File: config.mk
export PLATFORM = sky130hd
export DESIGN_NAME = dual_beam_trig_scaler
export DESIGN_NICKNAME = d
export VERILOG_FILES = /design/src/rtl/beam_scaler_pkg.sv /design/src/rtl/beam_holdoff_gate.sv /design/src/rtl/dual_beam_trig_scaler.sv
export SDC_FILE = /design/constraint.sdc
export NUM_CORES = 1
export LEC_CHECK = 0
export ABC_CLOCK_PERIOD_IN_PS = 3400
export CAP_MARGIN = 20
export CORE_MARGIN = 5
export CORE_UTILIZATION = 55
export CTS_CLUSTER_DIAMETER = 150
export DETAILED_ROUTE_END_ITERATION = 10
export PLACE_DENSITY = 0.84
export SLEW_MARGIN = 20
export SYNTH_ARGS = -nofsm -noshare
export SYNTH_HDL_FRONTEND = slang
export SYNTH_SLANG_ARGS = --single-unit
File: constraint.sdc
create_clock -name clk_i -period 3.4 [get_ports clk_i]
set_input_delay 0.34 -clock clk_i [delete_from_list [all_inputs] [get_ports clk_i]]
set_output_delay 0.34 -clock clk_i [all_outputs]
set_load 0.05 [all_outputs]
File: src/rtl/beam_scaler_pkg.sv
// Shared types and default widths for the dual-beam trigger scaler.
// Used by dual_beam_trig_scaler and beam_holdoff_gate.
package beam_scaler_pkg;

  localparam int unsigned DEF_COUNT_WIDTH   = 24;
  localparam int unsigned DEF_PERIOD_WIDTH  = 32;
  localparam int unsigned DEF_HOLDOFF_WIDTH = 8;

  typedef enum logic {
    IDLE  = 1'b0,
    COUNT = 1'b1
  } scaler_state_t;

  // One latched rate report at the default scaler width.
  typedef struct packed {
    logic [DEF_COUNT_WIDTH-1:0] count0;
    logic [DEF_COUNT_WIDTH-1:0] count1;
    logic [1:0]                 overflow;
    logic                       missed;
  } scaler_report_t;

endpackage

File: src/rtl/beam_holdoff_gate.sv
// Per-beam trigger holdoff: accepts a trigger only after the dead time has expired.
// Holdoff counter present only when DUAL_BEAM_SCALER_HOLDOFF_EN is defined.
module beam_holdoff_gate
  import beam_scaler_pkg::*;
#(
  parameter int unsigned HOLDOFF_WIDTH = DEF_HOLDOFF_WIDTH
) (
  input  logic                     clk_i,
  input  logic                     rst_ni,
  input  logic                     trig_i,
  input  logic [HOLDOFF_WIDTH-1:0] holdoff_i,
  output logic                     accept_o
);

`ifdef DUAL_BEAM_SCALER_HOLDOFF_EN
  logic [HOLDOFF_WIDTH-1:0] ho_q, ho_d;

  always_comb begin
    accept_o = trig_i && (ho_q == '0);
    ho_d     = ho_q;
    if (accept_o) begin
      ho_d = holdoff_i;
    end else if (ho_q != '0) begin
      ho_d = ho_q - HOLDOFF_WIDTH'(1);
    end
  end

  always_ff @(posedge clk_i or negedge rst_ni) begin
    if (!rst_ni) begin
      ho_q <= '0;
    end else begin
      ho_q <= ho_d;
    end
  end
`else
  logic unused_holdoff;
  assign unused_holdoff = ^{clk_i, rst_ni, holdoff_i};
  assign accept_o       = trig_i;
`endif

endmodule

File: src/rtl/dual_beam_trig_scaler.sv
// Dual-beam trigger gate and rate scaler with valid/ack report handoff.
// Holdoff gating enabled by defining DUAL_BEAM_SCALER_HOLDOFF_EN.
module dual_beam_trig_scaler
  import beam_scaler_pkg::*;
#(
  parameter int unsigned COUNT_WIDTH   = DEF_COUNT_WIDTH,
  parameter int unsigned PERIOD_WIDTH  = DEF_PERIOD_WIDTH,
  parameter int unsigned HOLDOFF_WIDTH = DEF_HOLDOFF_WIDTH
) (
  input  logic                     clk_i,
  input  logic                     rst_ni,
  input  logic [1:0]               trig_i,
  input  logic                     enable_i,
  input  logic [HOLDOFF_WIDTH-1:0] holdoff_i,
  input  logic [PERIOD_WIDTH-1:0]  period_i,
  output logic [1:0]               trig_o,
  output logic [COUNT_WIDTH-1:0]   count0_o,
  output logic [COUNT_WIDTH-1:0]   count1_o,
  output logic [1:0]               overflow_o,
  output logic                     missed_o,
  output logic                     count_valid_o,
  input  logic                     count_ack_i
);

  typedef struct packed {
    logic [COUNT_WIDTH-1:0] count0;
    logic [COUNT_WIDTH-1:0] count1;
    logic [1:0]             overflow;
    logic                   missed;
  } report_t;

  logic [1:0]                  accept;
  logic [1:0]                  trig_q;
  scaler_state_t               state_q;
  logic [PERIOD_WIDTH-1:0]     cnt_q, last_q, last_d;
  logic [1:0][COUNT_WIDTH-1:0] sc_q, sc_d;
  logic [1:0]                  ovf_q, ovf_d;
  logic                        miss_q;
  logic                        valid_q;
  report_t                     rep_q;

  beam_holdoff_gate #(.HOLDOFF_WIDTH(HOLDOFF_WIDTH)) u_gate_a (
    .clk_i    (clk_i),
    .rst_ni   (rst_ni),
    .trig_i   (trig_i[0]),
    .holdoff_i(holdoff_i),
    .accept_o (accept[0])
  );

  beam_holdoff_gate #(.HOLDOFF_WIDTH(HOLDOFF_WIDTH)) u_gate_b (
    .clk_i    (clk_i),
    .rst_ni   (rst_ni),
    .trig_i   (trig_i[1]),
    .holdoff_i(holdoff_i),
    .accept_o (accept[1])
  );

  // Terminal count is P-1, with a period of 0 behaving as 1.
  always_comb begin
    last_d = (period_i == '0) ? '0 : period_i - PERIOD_WIDTH'(1);
    for (int unsigned b = 0; b < 2; b++) begin
      sc_d[b]  = sc_q[b];
      ovf_d[b] = ovf_q[b];
      if (accept[b]) begin
        if (sc_q[b] == '1) begin
          ovf_d[b] = 1'b1;
        end else begin
          sc_d[b] = sc_q[b] + COUNT_WIDTH'(1);
        end
      end
    end
  end

  always_ff @(posedge clk_i or negedge rst_ni) begin
    if (!rst_ni) begin
      trig_q  <= '0;
      state_q <= IDLE;
      cnt_q   <= '0;
      last_q  <= '0;
      sc_q    <= '0;
      ovf_q   <= '0;
      miss_q  <= 1'b0;
      valid_q <= 1'b0;
      rep_q   <= '0;
    end else begin
      trig_q <= accept;
      // A transfer below overrides this ack-driven clear.
      if (valid_q && count_ack_i) begin
        valid_q <= 1'b0;
      end
      case (state_q)
        IDLE: begin
          cnt_q <= '0;
          sc_q  <= '0;
          ovf_q <= '0;
          if (enable_i) begin
            state_q <= COUNT;
            last_q  <= last_d;
          end
        end
        COUNT: begin
          if (!enable_i) begin
            state_q <= IDLE;
            cnt_q   <= '0;
            sc_q    <= '0;
            ovf_q   <= '0;
          end else if (cnt_q == last_q) begin
            cnt_q  <= '0;
            last_q <= last_d;
            sc_q   <= '0;
            ovf_q  <= '0;
            if (!valid_q || count_ack_i) begin
              rep_q   <= '{count0: sc_d[0], count1: sc_d[1], overflow: ovf_d, missed: miss_q};
              valid_q <= 1'b1;
              miss_q  <= 1'b0;
            end else begin
              miss_q <= 1'b1;
            end
          end else begin
            cnt_q <= cnt_q + PERIOD_WIDTH'(1);
            sc_q  <= sc_d;
            ovf_q <= ovf_d;
          end
        end
        default: state_q <= IDLE;
      endcase
    end
  end

  assign trig_o        = trig_q;
  assign count0_o      = rep_q.count0;
  assign count1_o      = rep_q.count1;
  assign overflow_o    = rep_q.overflow;
  assign missed_o      = rep_q.missed;
  assign count_valid_o = valid_q;

endmodule

# --- After elaboration in Yosys (flattened, before gate mapping) ---
# Index checks and enable logic that the tools add are counted.
totals:
  regBits: 170
classes:
  eq_ne: 6
  bitwise_logic: 1
  n_mux: 29
  reduce_logical: 7
  add_sub_neg: 4
op_table:
  columns: ["operator", "count"]
  rows:
  - ["32-bit 2-to-1 mux", 6]
  - ["32-bit case mux with 2 select lines", 2]
  - ["24-bit 2-to-1 mux", 4]
  - ["48-bit 2-to-1 mux", 2]
  - ["48-bit case mux with 2 select lines", 1]
  - ["24-bit by 1-bit adder with 24-bit output, second input constant", 2]
  - ["24-bit equality test, second input constant", 2]
  - ["32-bit by 1-bit adder with 32-bit output, second input constant", 1]
  - ["32-bit equality test", 1]
  - ["32-bit logical NOT", 1]
  - ["32-bit by 1-bit subtractor with 32-bit output, second input constant", 1]
  - ["1-bit 2-to-1 mux", 11]
  - ["3-bit AND reduction", 2]
  - ["2-bit 2-to-1 mux", 2]
  - ["2-bit inequality test, second input constant", 2]
  - ["2-bit case mux with 2 select lines", 1]
  - ["4-bit AND reduction", 1]
  - ["2-bit by 1-bit inequality test with 1-bit output, second input constant", 1]
  - ["1-bit logical AND", 1]
  - ["1-bit logical NOT", 1]
  - ["1-bit logical OR", 1]
  - ["1-bit NOT", 1]

# --- Logic depth before layout (Yosys ltp) ---
depth:
  ltp_word: 6
  ltp_mapped: 9

# --- Hierarchy ---
# A second synthesis with hierarchy kept.
unflattened:
  hier_cells: 846
  hier_area_um2: 8289.2
modules_own_cells:
  columns: ["mod", "area_each_um2", "seq_area_each_um2", "cells_per_inst", "instances"]
  rows:
  - ["dual_beam_trig_scaler", 8274.2, 4254.1, 844, 1]
  - ["beam_holdoff_gate", 7.5, 0.0, 1, 2]

# --- Worst setup path after synthesis ---
# Ideal clock, no wire load.
synth_path:
  path_kind: "input to register"
  startpoint: "input port period_i[7]"
  endpoint: "register last_q[31]"
  required_time_ns: 3.275
  setup_slack_ns: 0.637
  path_buffers: 1
  stages: 7
  arrival_ns: 2.639
  path_cell_list: "or4_1 or4_4 buf_6 nor3_4 or4b_1 mux2_1 mux2_2"
synth_via:
  elab_chain_len: 5
  word_cells_on_any_way: 7
  classes_between: "add/sub: 1; mux: 5; reduce/logical: 1"
synth_rtl:
  columns: ["element", "line_no", "source"]
  rows:
  - ["start: declaration", "dual_beam_trig_scaler.sv:15", "input logic [PERIOD_WIDTH-1:0] period_i,"]
  - ["32-bit by 1-bit subtractor with 32-bit output / 32-bit logical NOT (equally long branches)", "dual_beam_trig_scaler.sv:60", "last_d = (period_i == '0) ? '0 : period_i - PERIOD_WIDTH'(1);"]
  - ["32-bit 2-to-1 mux *", "dual_beam_trig_scaler.sv:60", null]
  - ["32-bit 2-to-1 mux", "dual_beam_trig_scaler.sv:107", "end else if (cnt_q == last_q) begin"]
  - ["32-bit 2-to-1 mux", "dual_beam_trig_scaler.sv:102", "if (!enable_i) begin"]
  - ["32-bit case mux with 2 select lines *", "dual_beam_trig_scaler.sv:91", "case (state_q)"]
  - ["end signal: assignment", "dual_beam_trig_scaler.sv:98", "last_q <= last_d;"]
  - ["end signal: assignment", "dual_beam_trig_scaler.sv:109", "last_q <= last_d;"]
  - ["end: declaration", "dual_beam_trig_scaler.sv:35", "logic [PERIOD_WIDTH-1:0] cnt_q, last_q, last_d;"]
# Mark *: on every way between the ends. The rest lies on a longest branch, timed or not. The select of a mux whose other input is x is not followed.
# A chain may end at the register's enable or synchronous reset.

# --- Worst setup path in the final report ---
layout_path:
  startpoint: "input port period_i[6]"
  endpoint: "register last_q[31]"
# The elaborated chain is that of the path after synthesis.

==> results.txt <==
Tot Pwr -> 0.004385 W
Final min period -> 2.832 ns
Crit path capture type -> flip-flop
Library cells used by synthesis -> 45
Initial Util -> 56.50%
CTS Buf Count -> 17
Startpoint types -> primary input
Post-CTS Setup Inserts -> 0
Core Area -> 0.01464 mm^2
Final period util -> 83.30%
Die height -> 132.7 um
Final setup margin -> 0.5679 ns
Initial antenna violation count -> 0
Hpwl dp -> 12.22 mm
Largest area contributor in the netlist -> dfrtp_1
Synth warnings -> 0
TritonCTS Sinks -> 170
Max cap viols -> 0
Finished Layout Cells -> 1133
Fmax -> 353.1 MHz
Predominant post-synthesis flop cell -> dfrtp_1
Hold buffers post-CTS -> 0
Top-count cell post-synth -> dfrtp_1
Setup TNS -> 0 ns
Critical path's slowest cell -> or4_1
Die width -> 132.7 um
Endpoints failing setup -> 0
Post-Syn Area -> 0.008274 mm^2
Logic pwr share -> 7.2%
#FFs+latches synth -> 170
Register area share after synthesis -> 51.41%
Gr ovfl total -> 0
Vias in the first global route -> 6170
Pint -> 0.003407 W
Syn_nets -> 894
Synth Area per Inst -> 9.804 um^2
Critical path required time -> 3.71 ns
Worst Skew -> 0.01184 ns
Final Max Tran Viols -> 0
I/O pin count -> 100
Clock latency on the worst-skew pair -> 0.42 ns
Relative slew slack -> 42.01%
RSZ-0062 raised after global routing -> no
Area delta synth->final -> 21.05%
Post-cts resize count -> 0
Commonest cells in the netlist -> dfrtp_1 (170), nor2_1 (137), nand2_1 (89)
Nets -> 986
Clock transition at path regs -> 0.06 ns
Post-Syn Instances -> 844
Layout cells sized above 1 -> 9.378%
Total Routing Usage GR -> 20.02%
Drt drc -> 0
Placed Cells -> 1101
Root Buffer -> clkbuf_16
Worst-margin pin slew -> 0.8619 ns
Pwr/cell area -> 437.8 mW/mm^2
Via-per-instance ratio -> 5.568
CTS H-tree depth -> 4
Synth async-reset ratio -> 100.0%
Outcome -> completed
DIE AREA -> 0.01760 mm^2
Yosys top cell area share -> 51.41%
Antenna violation net count after detailed routing -> 0
Drt first-iter violations -> 363
Pre-Repair DR Iteration Count -> 5
Sequential fraction of design power -> 48.6%
Fin area -> 0.01002 mm^2
Largest net degree at the start of global routing -> 100
Critical path class -> in -> reg
Crit path largest cell delay -> 0.58 ns
Pleak -> 3.988 nW
Antenna Cells -> 0
GP Congestion -> 0.8889
Via Count -> 6308
Net Sw Frac -> 22.29%
Crit path arrival time -> 3.14 ns
Post-DP Area -> 0.009417 mm^2
First-pass GRT wire length -> 29.32 mm
CTS tree -> done
Pre-CTS worst setup slack -> 0.1382 ns
Peak VDD IR -> 381.5 uV
Std cell rows -> 44
CP max FO -> 4
Psw -> 0.0009776 W
Post-synth EDFFs -> 0
Hold WC Path Type -> in -> async
Fin. Hold Viols -> 0
Drt total wl -> 17.31 mm
Crit path cell chain -> clkdlybuf4s50_1 -> or4_1 -> or4_4 -> nor3_4 -> or4b_1 -> mux2_1 -> mux2_2
IO buf count -> 91
Ranking of synthesized cells by area -> dfrtp_1 (51%), xnor2_1 (8.9%), nor2_1 (6.2%)
Mean routed wirelength per cell -> 15.27 um
Worst-case clock buffer depth -> 2
Clk pwr share -> 44.2%
critical path, delay by kind of cell:
| family | cells | cell delay (ns) |
|---|---|---|
| simple gates | 4 | 1.76 |
| mux | 2 | 0.57 |
| buf+inv | 1 | 0.47 |
flip-flops by register name, summed over array words and instances (netlist names):
register	count
last_q	32
cnt_q	32
count0_o	24
miss_q	1
overflow_o	2
count1_o	24
count_valid_o	1
trig_o	2
state_q	1
sc_q	48
missed_o	1
ovf_q	2
cells in the final DEF, fill, tap and decap left out, drive strengths merged, types with 9 or more instances in the layout:
cell type      count
clkdlybuf4s50     90
a21oi              9
o21ai             58
nor2             137
nand2             89
and4               9
or4                9
clkbuf            23
inv               16
or3               10
nor3              20
buf               14
nand4             22
dfrtp            170
nand3             31
nor4              24
xnor2             84
xor2              36
mux2              35
and3              11
power by group through the flow:
stage	clock network (W)	logic, W	registers, W
2_1_floorplan	0	0.000171	0.00216
3_3_place_gp	0	0.000311	0.00217
3_5_place_dp	0	0.000318	0.00217
4_1_cts	0.00197	0.000319	0.00213
5_1_grt	0.00205	0.000347	0.00214
6_report	0.00194	0.000314	0.00213
layer usage:
metal	share of wire, %	global-route usage [%]	wire length [um]	vias up
li1	-	-	-	3080
met3	4.5	4.176	785	28
met2	47	32.67	8172	159
met1	46	27.00	8018	3041
met4	1.9	6.409	328	0
met5	0	0	0	-
cell type report:
cell class,instances,area [um^2]
Fill cell,1115,4628
Sequential cell,170,4254
Multi-Input combinational cell,629,3857
Timing Repair Buffer,104,1022
Clock buffer,23,488.0
Tap cell,184,230.2
Clock inverter,9,111.4
Inverter,14,52.55
final timing paths:
check	startpoint	end	slack (ns)	depth (start not counted)
setup / recovery	period_i[6]	last_q[31]	0.57	7
hold / removal	rst_ni	sc_q[15]	0.004	1
setup reg to reg	cnt_q[10]	last_q[29]	0.64	6
hold reg to reg	count1_o[19]	count1_o[19]	0.48	2
max in group asynchronous	rst_ni	last_q[27]	2.55	2
min in group clk_i	count1_o[19]	count1_o[19]	0.48	2
cells by family after synthesis:
group / Yosys count / synth area share [%]
AO/OA/AOI/OAI: 84 / 5.671
buffers and inverters: 45 / 2.132
flip-flops: 170 / 51.41
multiplexers: 39 / 5.247
AND/OR/NAND/NOR: 382 / 22.23
adder cells (fa/ha/maj): 4 / 0.6049
XOR/XNOR: 120 / 12.70
stage by stage:
step | hold WS [ns] | utilization (%)
after floorplan | 0.04441 | -
after global placement | 0.4590 | 64.30
after detailed placement | 0.4700 | 64.30
after CTS | 0.04192 | 68.40
after global routing | 0.08506 | 68.40
final | 0.004226 | 68.40
Power figures use the tool's default switching activity.
